File: config.mk
export PLATFORM = sky130hd
export DESIGN_NAME = io_bus_dma
export DESIGN_NICKNAME = d
export VERILOG_FILES = /design/src/rtl/io_bus_dma.sv
export SDC_FILE = /design/constraint.sdc
export NUM_CORES = 1
export LEC_CHECK = 0
export CAP_MARGIN = 20
export CORE_MARGIN = 8
export CORE_UTILIZATION = 30
export DETAILED_ROUTE_END_ITERATION = 10
export DONT_BUFFER_PORTS = 1
export REMOVE_ABC_BUFFERS = 1
export SKIP_LAST_GASP = 1
export SLEW_MARGIN = 10
export SYNTH_ARGS = -nofsm -noshare
export SYNTH_HDL_FRONTEND = slang
export SYNTH_SLANG_ARGS = --single-unit
File: constraint.sdc
create_clock -name pclk -period 8.6 [get_ports pclk]
set_input_delay 0.86 -clock pclk [delete_from_list [all_inputs] [get_ports pclk]]
set_output_delay 0.86 -clock pclk [all_outputs]
set_load 0.005 [all_outputs]
File: src/rtl/io_bus_dma.sv
// io_bus_dma
// Single-channel memory-to-memory copy engine. It is an initiator on the
// peripheral IO bus. Each unit is one read transaction from src followed by
// one write transaction of the same data to dst. The addresses advance by
// the unit size and wrap modulo 2^XLEN.
//
// Ports
//   pclk, rst          clock (rising edge), asynchronous active-high reset
//   start              one-cycle request, sampled only while idle
//   abort              level; stop after the unit currently in flight
//   src_addr/dst_addr  start addresses, latched on an accepted start
//   len                number of units to copy
//   byte_size          0=byte 1=half 2=word (3 is rejected as misaligned)
//   busy               high from accepted start until back in idle
//   done               one-cycle pulse on any termination
//   err_timeout/err_align/aborted  sticky status, cleared on accepted start
//   units_done         units fully written in the current/last transfer
//   io_addr/io_read/io_write/io_wdata/io_byte_size/read_ready  bus request side
//   io_rdata/io_ready  bus response side
module io_bus_dma #(
    parameter int XLEN           = 32,
    parameter int TIMEOUT_CYCLES = 1024
) (
    input  logic            pclk,
    input  logic            rst,
    input  logic            start,
    input  logic            abort,
    input  logic [XLEN-1:0] src_addr,
    input  logic [XLEN-1:0] dst_addr,
    input  logic [15:0]     len,
    input  logic [1:0]      byte_size,
    output logic            busy,
    output logic            done,
    output logic            err_timeout,
    output logic            err_align,
    output logic            aborted,
    output logic [15:0]     units_done,
    output logic [XLEN-1:0] io_addr,
    output logic            io_read,
    output logic            io_write,
    output logic [XLEN-1:0] io_wdata,
    output logic [1:0]      io_byte_size,
    output logic            read_ready,
    input  logic [XLEN-1:0] io_rdata,
    input  logic            io_ready
);

    localparam logic [2:0] S_IDLE   = 3'd0;
    localparam logic [2:0] S_RD     = 3'd1;
    localparam logic [2:0] S_RD_ACK = 3'd2;
    localparam logic [2:0] S_WR     = 3'd3;
    localparam logic [2:0] S_WR_END = 3'd4;

    // The phase counter holds the number of already-waited cycles, so a phase
    // expires on the edge where it has been active TIMEOUT_CYCLES cycles.
    localparam logic [15:0] PHASE_LAST = 16'(TIMEOUT_CYCLES - 1);

    logic [2:0]      state_q,  state_d;
    logic [XLEN-1:0] src_q,    src_d;
    logic [XLEN-1:0] dst_q,    dst_d;
    logic [XLEN-1:0] buf_q,    buf_d;
    logic [XLEN-1:0] addr_q,   addr_d;
    logic [15:0]     remain_q, remain_d;
    logic [15:0]     units_q,  units_d;
    logic [15:0]     phase_q,  phase_d;
    logic [1:0]      bsize_q,  bsize_d;
    logic            busy_q,   busy_d;
    logic            done_q,   done_d;
    logic            rd_q,     rd_d;
    logic            wr_q,     wr_d;
    logic            rr_q,     rr_d;
    logic            err_to_q, err_to_d;
    logic            err_al_q, err_al_d;
    logic            abrt_q,   abrt_d;

    logic [XLEN-1:0] step;
    logic [XLEN-1:0] src_next;
    logic [XLEN-1:0] dst_next;
    logic            misaligned;
    logic            phase_expired;
    logic            fail;

    assign step          = {{(XLEN-1){1'b0}}, 1'b1} << bsize_q;
    assign src_next      = src_q + step;
    assign dst_next      = dst_q + step;
    assign phase_expired = (phase_q == PHASE_LAST);

    // Alignment is judged on the request inputs, before anything is latched.
    always_comb begin
        case (byte_size)
            2'd0:    misaligned = 1'b0;
            2'd1:    misaligned = src_addr[0] | dst_addr[0];
            2'd2:    misaligned = (|src_addr[1:0]) | (|dst_addr[1:0]);
            default: misaligned = 1'b1;
        endcase
    end

    always_comb begin
        state_d  = state_q;
        src_d    = src_q;
        dst_d    = dst_q;
        buf_d    = buf_q;
        addr_d   = addr_q;
        remain_d = remain_q;
        units_d  = units_q;
        phase_d  = phase_q + 16'd1;
        bsize_d  = bsize_q;
        busy_d   = busy_q;
        done_d   = 1'b0;
        rd_d     = rd_q;
        wr_d     = wr_q;
        rr_d     = rr_q;
        err_to_d = err_to_q;
        err_al_d = err_al_q;
        abrt_d   = abrt_q;
        fail     = 1'b0;

        case (state_q)
            S_IDLE: begin
                phase_d = '0;
                if (start) begin
                    if (misaligned) begin
                        // Rejected request: report it but leave the
                        // results of the previous transfer untouched.
                        err_al_d = 1'b1;
                        done_d   = 1'b1;
                    end else if (len == 16'd0) begin
                        done_d = 1'b1;
                    end else begin
                        src_d    = src_addr;
                        dst_d    = dst_addr;
                        remain_d = len;
                        bsize_d  = byte_size;
                        units_d  = '0;
                        err_to_d = 1'b0;
                        err_al_d = 1'b0;
                        abrt_d   = 1'b0;
                        busy_d   = 1'b1;
                        rd_d     = 1'b1;
                        addr_d   = src_addr;
                        state_d  = S_RD;
                    end
                end
            end
            S_RD: begin
                if (io_ready) begin
                    buf_d   = io_rdata;
                    rd_d    = 1'b0;
                    rr_d    = 1'b1;
                    phase_d = '0;
                    state_d = S_RD_ACK;
                end else if (phase_expired) begin
                    fail = 1'b1;
                end
            end
            S_RD_ACK: begin
                if (!io_ready) begin
                    rr_d    = 1'b0;
                    wr_d    = 1'b1;
                    addr_d  = dst_q;
                    phase_d = '0;
                    state_d = S_WR;
                end else if (phase_expired) begin
                    fail = 1'b1;
                end
            end
            S_WR: begin
                if (io_ready) begin
                    wr_d    = 1'b0;
                    phase_d = '0;
                    state_d = S_WR_END;
                end else if (phase_expired) begin
                    fail = 1'b1;
                end
            end
            S_WR_END: begin
                if (!io_ready) begin
                    // Unit boundary: the only place abort is honoured.
                    units_d  = units_q + 16'd1;
                    src_d    = src_next;
                    dst_d    = dst_next;
                    remain_d = remain_q - 16'd1;
                    phase_d  = '0;
                    if (remain_q == 16'd1 || abort) begin
                        abrt_d  = abort && (remain_q != 16'd1);
                        done_d  = 1'b1;
                        busy_d  = 1'b0;
                        state_d = S_IDLE;
                    end else begin
                        rd_d    = 1'b1;
                        addr_d  = src_next;
                        state_d = S_RD;
                    end
                end else if (phase_expired) begin
                    fail = 1'b1;
                end
            end
            default: begin
                state_d = S_IDLE;
                busy_d  = 1'b0;
                rd_d    = 1'b0;
                wr_d    = 1'b0;
                rr_d    = 1'b0;
            end
        endcase

        if (fail) begin
            rd_d     = 1'b0;
            wr_d     = 1'b0;
            rr_d     = 1'b0;
            err_to_d = 1'b1;
            done_d   = 1'b1;
            busy_d   = 1'b0;
            phase_d  = '0;
            state_d  = S_IDLE;
        end
    end

    always_ff @(posedge pclk or posedge rst) begin
        if (rst) begin
            state_q  <= S_IDLE;
            src_q    <= '0;
            dst_q    <= '0;
            buf_q    <= '0;
            addr_q   <= '0;
            remain_q <= '0;
            units_q  <= '0;
            phase_q  <= '0;
            bsize_q  <= '0;
            busy_q   <= 1'b0;
            done_q   <= 1'b0;
            rd_q     <= 1'b0;
            wr_q     <= 1'b0;
            rr_q     <= 1'b0;
            err_to_q <= 1'b0;
            err_al_q <= 1'b0;
            abrt_q   <= 1'b0;
        end else begin
            state_q  <= state_d;
            src_q    <= src_d;
            dst_q    <= dst_d;
            buf_q    <= buf_d;
            addr_q   <= addr_d;
            remain_q <= remain_d;
            units_q  <= units_d;
            phase_q  <= phase_d;
            bsize_q  <= bsize_d;
            busy_q   <= busy_d;
            done_q   <= done_d;
            rd_q     <= rd_d;
            wr_q     <= wr_d;
            rr_q     <= rr_d;
            err_to_q <= err_to_d;
            err_al_q <= err_al_d;
            abrt_q   <= abrt_d;
        end
    end

    assign busy         = busy_q;
    assign done         = done_q;
    assign err_timeout  = err_to_q;
    assign err_align    = err_al_q;
    assign aborted      = abrt_q;
    assign units_done   = units_q;
    assign io_addr      = addr_q;
    assign io_read      = rd_q;
    assign io_write     = wr_q;
    // The buffer only changes on a read capture, so it is stable through WR.
    assign io_wdata     = buf_q;
    assign io_byte_size = bsize_q;
    assign read_ready   = rr_q;

endmodule

==> impl_results.md, run 1 <==
- Cts repair resizes: 0
- Synthesized area per cell: 8.78 µm²
- Fmax: 266 MHz
- Logic pwr share: roughly two fifths
- Final worst slack: roughly 4.8 ns
- Nature of the critical path endpoint: flip-flop
- Max-cap viol count: 0
- Sequential fraction of the synthesis area: 42.7%
- Wire per inst: 22.5 µm
- Post-CTS Setup Repair Bufs: 0
- Gr usage total: between 15 and 20%
- Placed inst area: ~11000 µm²
- Hold_ws: slightly below 0.4 ns
- Topmost layer with routed signal wires: met5
- Root Buffer: clkbuf_16
- CTS sink cnt: between 150 and 200
- P_sw: between 1.5 and 2 mW
- Sum of negative setup slack: 0 ns
- Startpoint types: flip-flop
- RR Startpoint: state_q[2]
- Total CTS buffers: 17
- Buffers on Ports: 0
- Cell Area, Synth: 11100 µm²
- CP required: 8.94 ns
- Die height: 208 µm
- Total grt overflow: 0
- # IOs: between 200 and 250
- Final Util: between 30% and 40%
- CP startpoint: state_q[2]
- Die width: ~210 µm
- Period minus WS final: approximately 3.8 ns
- Endpoints failing setup: 0
- Die area: 43300 µm²
- Part of the power in registers: 41.3%
- Nets: between 1000 and 1500
- DR iter-0 viols: roughly 860
- Pre-Repair DR Iteration Count: 7
- Vias in the first global route: between 9000 and 10000
- R2R cell count: 7
- CTS Hold Bufs: 0
- Initial antenna violation count: 5
- Final Cycle Share: between 40% and 50%
- Clk pwr share: between 10% and 20%
- Synth top area share: a little over two fifths
- Met3 WL post-DR: about 4000 µm
- Layout fillers: 3744
- Pin count of the biggest net entering global routing: ~140
- R2r setup slk: 4.84 ns
- Cell count after synthesis: between 1000 and 1500
- VDD IR max: around 0.00018 V
- Num rows: 70
- Via/cell ratio: 5.88
- Post-Place Setup Slack: roughly 4.8 ns
- Met2 WL: about 18000 µm
- Via count: around 9900
- Initial Utilization: roughly 30%
- Area Growth Syn to Fin: 8.22%
- HPWL Detailed: between 20000 and 30000 µm
- First-pass GRT wire length: between 50000 and 60000 µm
- Netlist cell types: between 80 and 90
- Main synth FF type: dfrtp_1
- Clock insertion delay at the later pin of the skew report: about 0.46 ns
- Crit path kind: reg -> reg
- Critical R2R Capture: remain_q[3]
- Hold Vio Cnt, Final: 0
- Placed Instances: 1653
- Main area contributors after synthesis: dfrtp_1 (43%), a21oi_1 (4.8%), nor2_1 (4.2%)
- RSZ-0062 raised after global routing: false
- Drt total wl: between 30000 and 40000 µm
- Hold Crit Class: in -> async
- Clock buffer depth: 2
- Ys async rst share: between 90% and 100%
- Leak: approximately 4.5 nW
- Slew Limit Fails: 0
- Fin Clk Skew: around 0.015 ns
- Share of cells above drive strength 1: 9.29%
- Non-filler cells, final: around 1700
- GP Congestion: ~0.87
- Core box area: approximately 37000 µm²
- Clock-pin slew on the worst setup and hold paths: approximately 0.080 ns
- Outcome: complete, no violations
- Pwr/cell area: about 350 nW/µm²
- Post-route cell area: roughly 12000 µm²
- CTS tree: yes
- DRC: 0
- Tot Pwr: about 4.2 mW
- Yosys Warn Count: 0
- Antenna-violating nets left: 0
- Area leader, netlist: dfrtp_1
- Htree depth: 4
- WP data arrival: a little over 4 ns
- CP max FO: a little under 80
- Switching Share: ~45%
- M1 WL: approximately 16000 µm
- P_int: 2.30 mW
- Worst Max-Slew Pin Slew: approximately 1.0 ns
- Max-slew headroom: between 30% and 40%
- EDFF count, synth: 0
- Synth Register Bits: approximately 190
## metal layers
layer	GRT usage [%]	vias to the layer above
met3	6.54	44
li1	-	4595
met2	27.2	409
met5	0	-
met1	21.3	4875
met4	4.85	6
## cell usage after synthesis (4+ instances only)
library cell	number
a221o_1	6
a311oi_1	4
buf_2	33
clkbuf_1	48
nand4_1	27
o22ai_1	24
a41oi_1	11
o211ai_1	7
o32ai_1	9
o21a_1	6
xnor2_1	20
or2_2	4
nand2b_1	4
nor3_1	29
and2_1	12
a31o_2	8
and4_1	13
ha_1	10
a22o_1	6
mux2_2	32
or3_1	9
a21oi_1	106
a2bb2oi_1	7
o31a_1	7
o21ai_0	80
dfrtp_1	189
nor4_1	26
and3_1	26
o21ai_1	4
inv_1	24
xor2_1	14
a21o_1	10
nor2_1	125
o31ai_1	5
nand2_1	123
a22oi_1	12
a31oi_1	42
buf_1	6
nand3_1	48
buf_4	4
o22a_1	6
## cell type report
cell class / instances / area [µm²] / area share [%]
antenna: 4 / 10.0 / 0.0835
clock buffer: 20 / 447 / 3.72
clock inverter: 12 / 110 / 0.918
inverter: 24 / 97.6 / 0.814
multi-input combinational: 958 / 5910 / 49.3
sequential: 189 / 4730 / 39.4
tap: 468 / 586 / 4.88
timing repair buffer: 14 / 105 / 0.876
## cells in the final DEF (no fill, tap or decap), drive strengths merged, types with 11 or more instances in the layout
cell	n
nor4	28
a41oi	11
a22oi	12
nor2	125
nand3	49
inv	28
xor2	14
a21oi	108
nand4	28
xnor2	20
and3	26
clkbuf	20
and2	12
nand2	123
dfrtp	189
a31oi	44
buf	14
nor3	30
mux2	32
and4	13
o22ai	24
o21ai	84
## critical path, cell delays in order (launching register included)
cell	delay [ns]
dfrtp_1	0.67
inv_1	0.29
o211ai_2	0.32
nand2_1	0.38
nor2_4	0.60
buf_4	0.73
o21ai_0	0.21
a221o_1	0.33
## cell families after synthesis
kind of cell,share of synthesized area (%)
and+or+nand+nor,21.2
muxes,3.52
buffers and inverters,4.45
DFF,42.7
adders and majority gates,1.31
AOI/OAI and AO/OA,24.1
xor gates and xnor gates,2.69
## power by group through the flow
stage | sequential, mW | combinational (mW) | clock [mW]
floorplan | 1.57 | 1.25 | 0
global placement | 1.74 | 1.62 | 0
detailed placement | 1.75 | 1.67 | 0
CTS | 1.73 | 1.67 | 0.812
global route | 1.79 | 1.85 | 0.846
finish | 1.73 | 1.67 | 0.794
## how the worst max path moves through the flow
stage	end	slack, ns	depth (start not counted)
after floorplan	aborted	2.60	1
after global placement	remain_q[3]	4.84	7
after detailed placement	dst_q[4]	4.81	7
after CTS	remain_q[3]	4.89	7
after global routing	dst_q[4]	4.60	7
final	remain_q[3]	4.84	7
## state kept, by name, summed over array words and instances (netlist names), 2 cells and up
| signal | flops |
|---|---|
| dst_q | 32 |
| io_addr | 32 |
| io_byte_size | 2 |
| io_wdata | 32 |
| phase_q | 16 |
| remain_q | 16 |
| src_q | 32 |
| state_q | 3 |
| units_done | 16 |
Note: power is estimated with default switching activity, not from simulation.
==> inputs of run 2 (changes only) <==
==> constraint.sdc (replaced) <==
create_clock -name pclk -period 3.3 [get_ports pclk]
set_input_delay 0.33 -clock pclk [delete_from_list [all_inputs] [get_ports pclk]]
set_output_delay 0.33 -clock pclk [all_outputs]
set_load 0.005 [all_outputs]
==> run 2 against run 1 <==
- first-iteration DRC count grew 4.2%
- count of clock-buffer cells in the layout decreased by 2
- die area unchanged
- maximum frequency up 30%
- hold slack worse by 0.37 ns
- clock power rose to 2.7 times the previous value
- utilization is 0.85 points higher
==> impl_results.md, run 2 (synthesis gave the netlist of run 1 again) <==
- Max-slew headroom: 34.3% (+3.9 points)
- Die width: 208 µm (unchanged)
- Antenna-violating nets left: 0 (unchanged)
- HPWL Detailed: 27000 µm (+1.2%)
- Core box area: 36500 µm² (unchanged)
- CP max FO: 13 (-83%)
- Initial antenna violation count: 9 (+4)
- RSZ-0062 raised after global routing: false
- CTS sink cnt: 189 (unchanged)
- Post-CTS Setup Repair Bufs: 0 (unchanged)
- Total CTS buffers: 17 (unchanged)
- Critical R2R Capture: dst_q[8]
- Max-cap viol count: 0 (unchanged)
- WP data arrival: 3.27 ns (-0.83 ns)
- CP Capture Point: dst_q[8]
- Endpoints failing setup: 0 (unchanged)
- Layout fillers: 3732 (-0.32%)
- VDD IR max: 0.000487 V (+170%)
- CP required: 3.69 ns (-5.25 ns)
- Hold Vio Cnt, Final: 0 (unchanged)
- DRC: 0 (unchanged)
- Slowest Stage Delay on Critical Path: 0.54 ns (-0.19 ns)
- Clock buffer depth: 2 (unchanged)
- Pin count of the biggest net entering global routing: 102 (-25%)
- Fin Clk Skew: 0.0124 ns (-0.00280 ns)
- R2R cell count: 11 (+4)
- Die height: 208 µm (unchanged)
- Crit. path cell count: 11 (+4)
- Num rows: 70 (unchanged)
- Via count: 10000 (+1.2%)
- CP startpoint: io_byte_size[0]
- Fmax: 347 MHz (+30%)
- Sum of negative setup slack: 0 ns (unchanged)
- Htree depth: 4 (unchanged)
- Root Buffer: clkbuf_16
- Final Cycle Share: 87.4% (+44 points)
- Period minus WS final: 2.88 ns (-0.873 ns)
- Buffers on Ports: 0 (unchanged)
- Critical Path Most Common Cell: buf_4
- Clock insertion delay at the later pin of the skew report: 0.45 ns (about the same)
- Worst Max-Slew Pin Slew: 0.985 ns (-0.0568 ns)
- Leak: 4.66 nW (+3.4%)
- R2r setup slk: 0.42 ns (-4.43 ns)
- Pre-Repair DR Iteration Count: 6 (-1)
- Post-route cell area: 12300 µm² (+2.6%)
- Most common cell after layout, fill and taps aside: dfrtp_1
- Gr usage total: 17.3% (+0.28 points)
- Pwr/cell area: 906 nW/µm² (+160%)
- CTS tree: yes
- Crit path kind: reg -> reg
- Startpoint types: flip-flop
- RR Startpoint: io_byte_size[0]
- Hold Crit Class: in -> reg
- Via/cell ratio: 5.86 (-0.31%)
- First-pass GRT wire length: 59600 µm (+1.8%)
- Nets: 1360 (+2.0%)
- Vias in the first global route: 9801 (+2.3%)
- Nature of the critical path endpoint: flip-flop
- Share of cells above drive strength 1: 10.6% (+1.3 points)
- DR iter-0 viols: 897 (+4.2%)
- Clock-pin slew on the worst setup and hold paths: 0.08 ns (about the same)
- Worst path cell trace: nor2b_1, buf_4, xor2_1, ha_1, or2_2, a31oi_1, a21boi_1, buf_4, nand2_1, or4_1, nand3_1
- Slew Limit Fails: 0 (unchanged)
- Die area: 43300 µm² (unchanged)
- Area Growth Syn to Fin: 11.0%
- Delay-heaviest family, CP: simple AND/OR/NAND/NOR gates
- # IOs: 209 (unchanged)
- Worst Path Buf+Inv: 2 (unchanged)
- Critical path's slowest cell: dfrtp_1
- Outcome: complete, no violations
- GP Congestion: 0.887 (+2.3%)
- Drt total wl: 38200 µm (+0.44%)
- Hold_ws: 0.0219 ns (-0.371 ns)
- Initial Utilization: 30.3% (unchanged)
- Placed inst area: 11600 µm² (+1.8%)
- Total grt overflow: 0 (unchanged)
- Wire per inst: 22.3 µm (-1.0%)
- Commonest non-fill, non-tap cells in the layout: dfrtp_1 (189), nand2_1 (123), nor2_1 (121), a21oi_1 (106), o21ai_0 (80)
[run 2: metal layers]
metal	vias up	share of wire (%)	track usage, %
met5	-	0.17	0
met4	12	2.5	5.38
met3	74	9.6	6.39
met2	408	46	27.7
met1	4894	42	21.6
li1	4657	-	-
[run 2: where the power goes]
group	switching (mW)	internal, mW	leakage, nW
combinational	2.71	1.77	2.12
clock	1.02	1.14	0.279
sequential	1.23	3.28	2.26
[run 2: worst min-delay path by stage]
stage,start,endpoint,cells after the start
3_3_place_gp,rst,io_wdata[18],1
4_1_cts,dst_addr[4],dst_q[4],1
6_report,dst_addr[28],dst_q[28],1
3_5_place_dp,rst,io_wdata[18],1
5_1_grt,io_rdata[27],io_wdata[27],1
2_1_floorplan,byte_size[0],io_byte_size[0],2
[run 2: layout make-up]
type,instances,area (µm²),share of cell area [%]
Multi-Input combinational cell,958,5910,48.0
Sequential cell,189,4730,38.4
Tap cell,468,586,4.76
Clock buffer,18,429,3.49
Timing Repair Buffer,41,390,3.17
Clock inverter,14,160,1.30
Inverter,24,97.6,0.793
Antenna cell,2,5.00,0.0407
[run 2: repair_timing]
item	4_1_cts	5_1_grt
hold buffers	8	0
hold endpoints to repair	77	0
gates resized for setup	0	0
[run 2: metrics by stage]
stage	worst slack (ns)	util [%]	cells	total power [mW]
finish	0.417	33.7	1714	11.1
CTS	0.413	33.7	1712	11.2
floorplan	-2.17	-	1171	7.34
global route	0.192	33.7	1713	12.0
detailed placement	0.460	31.8	1672	9.00
global placement	0.533	31.8	1672	8.89
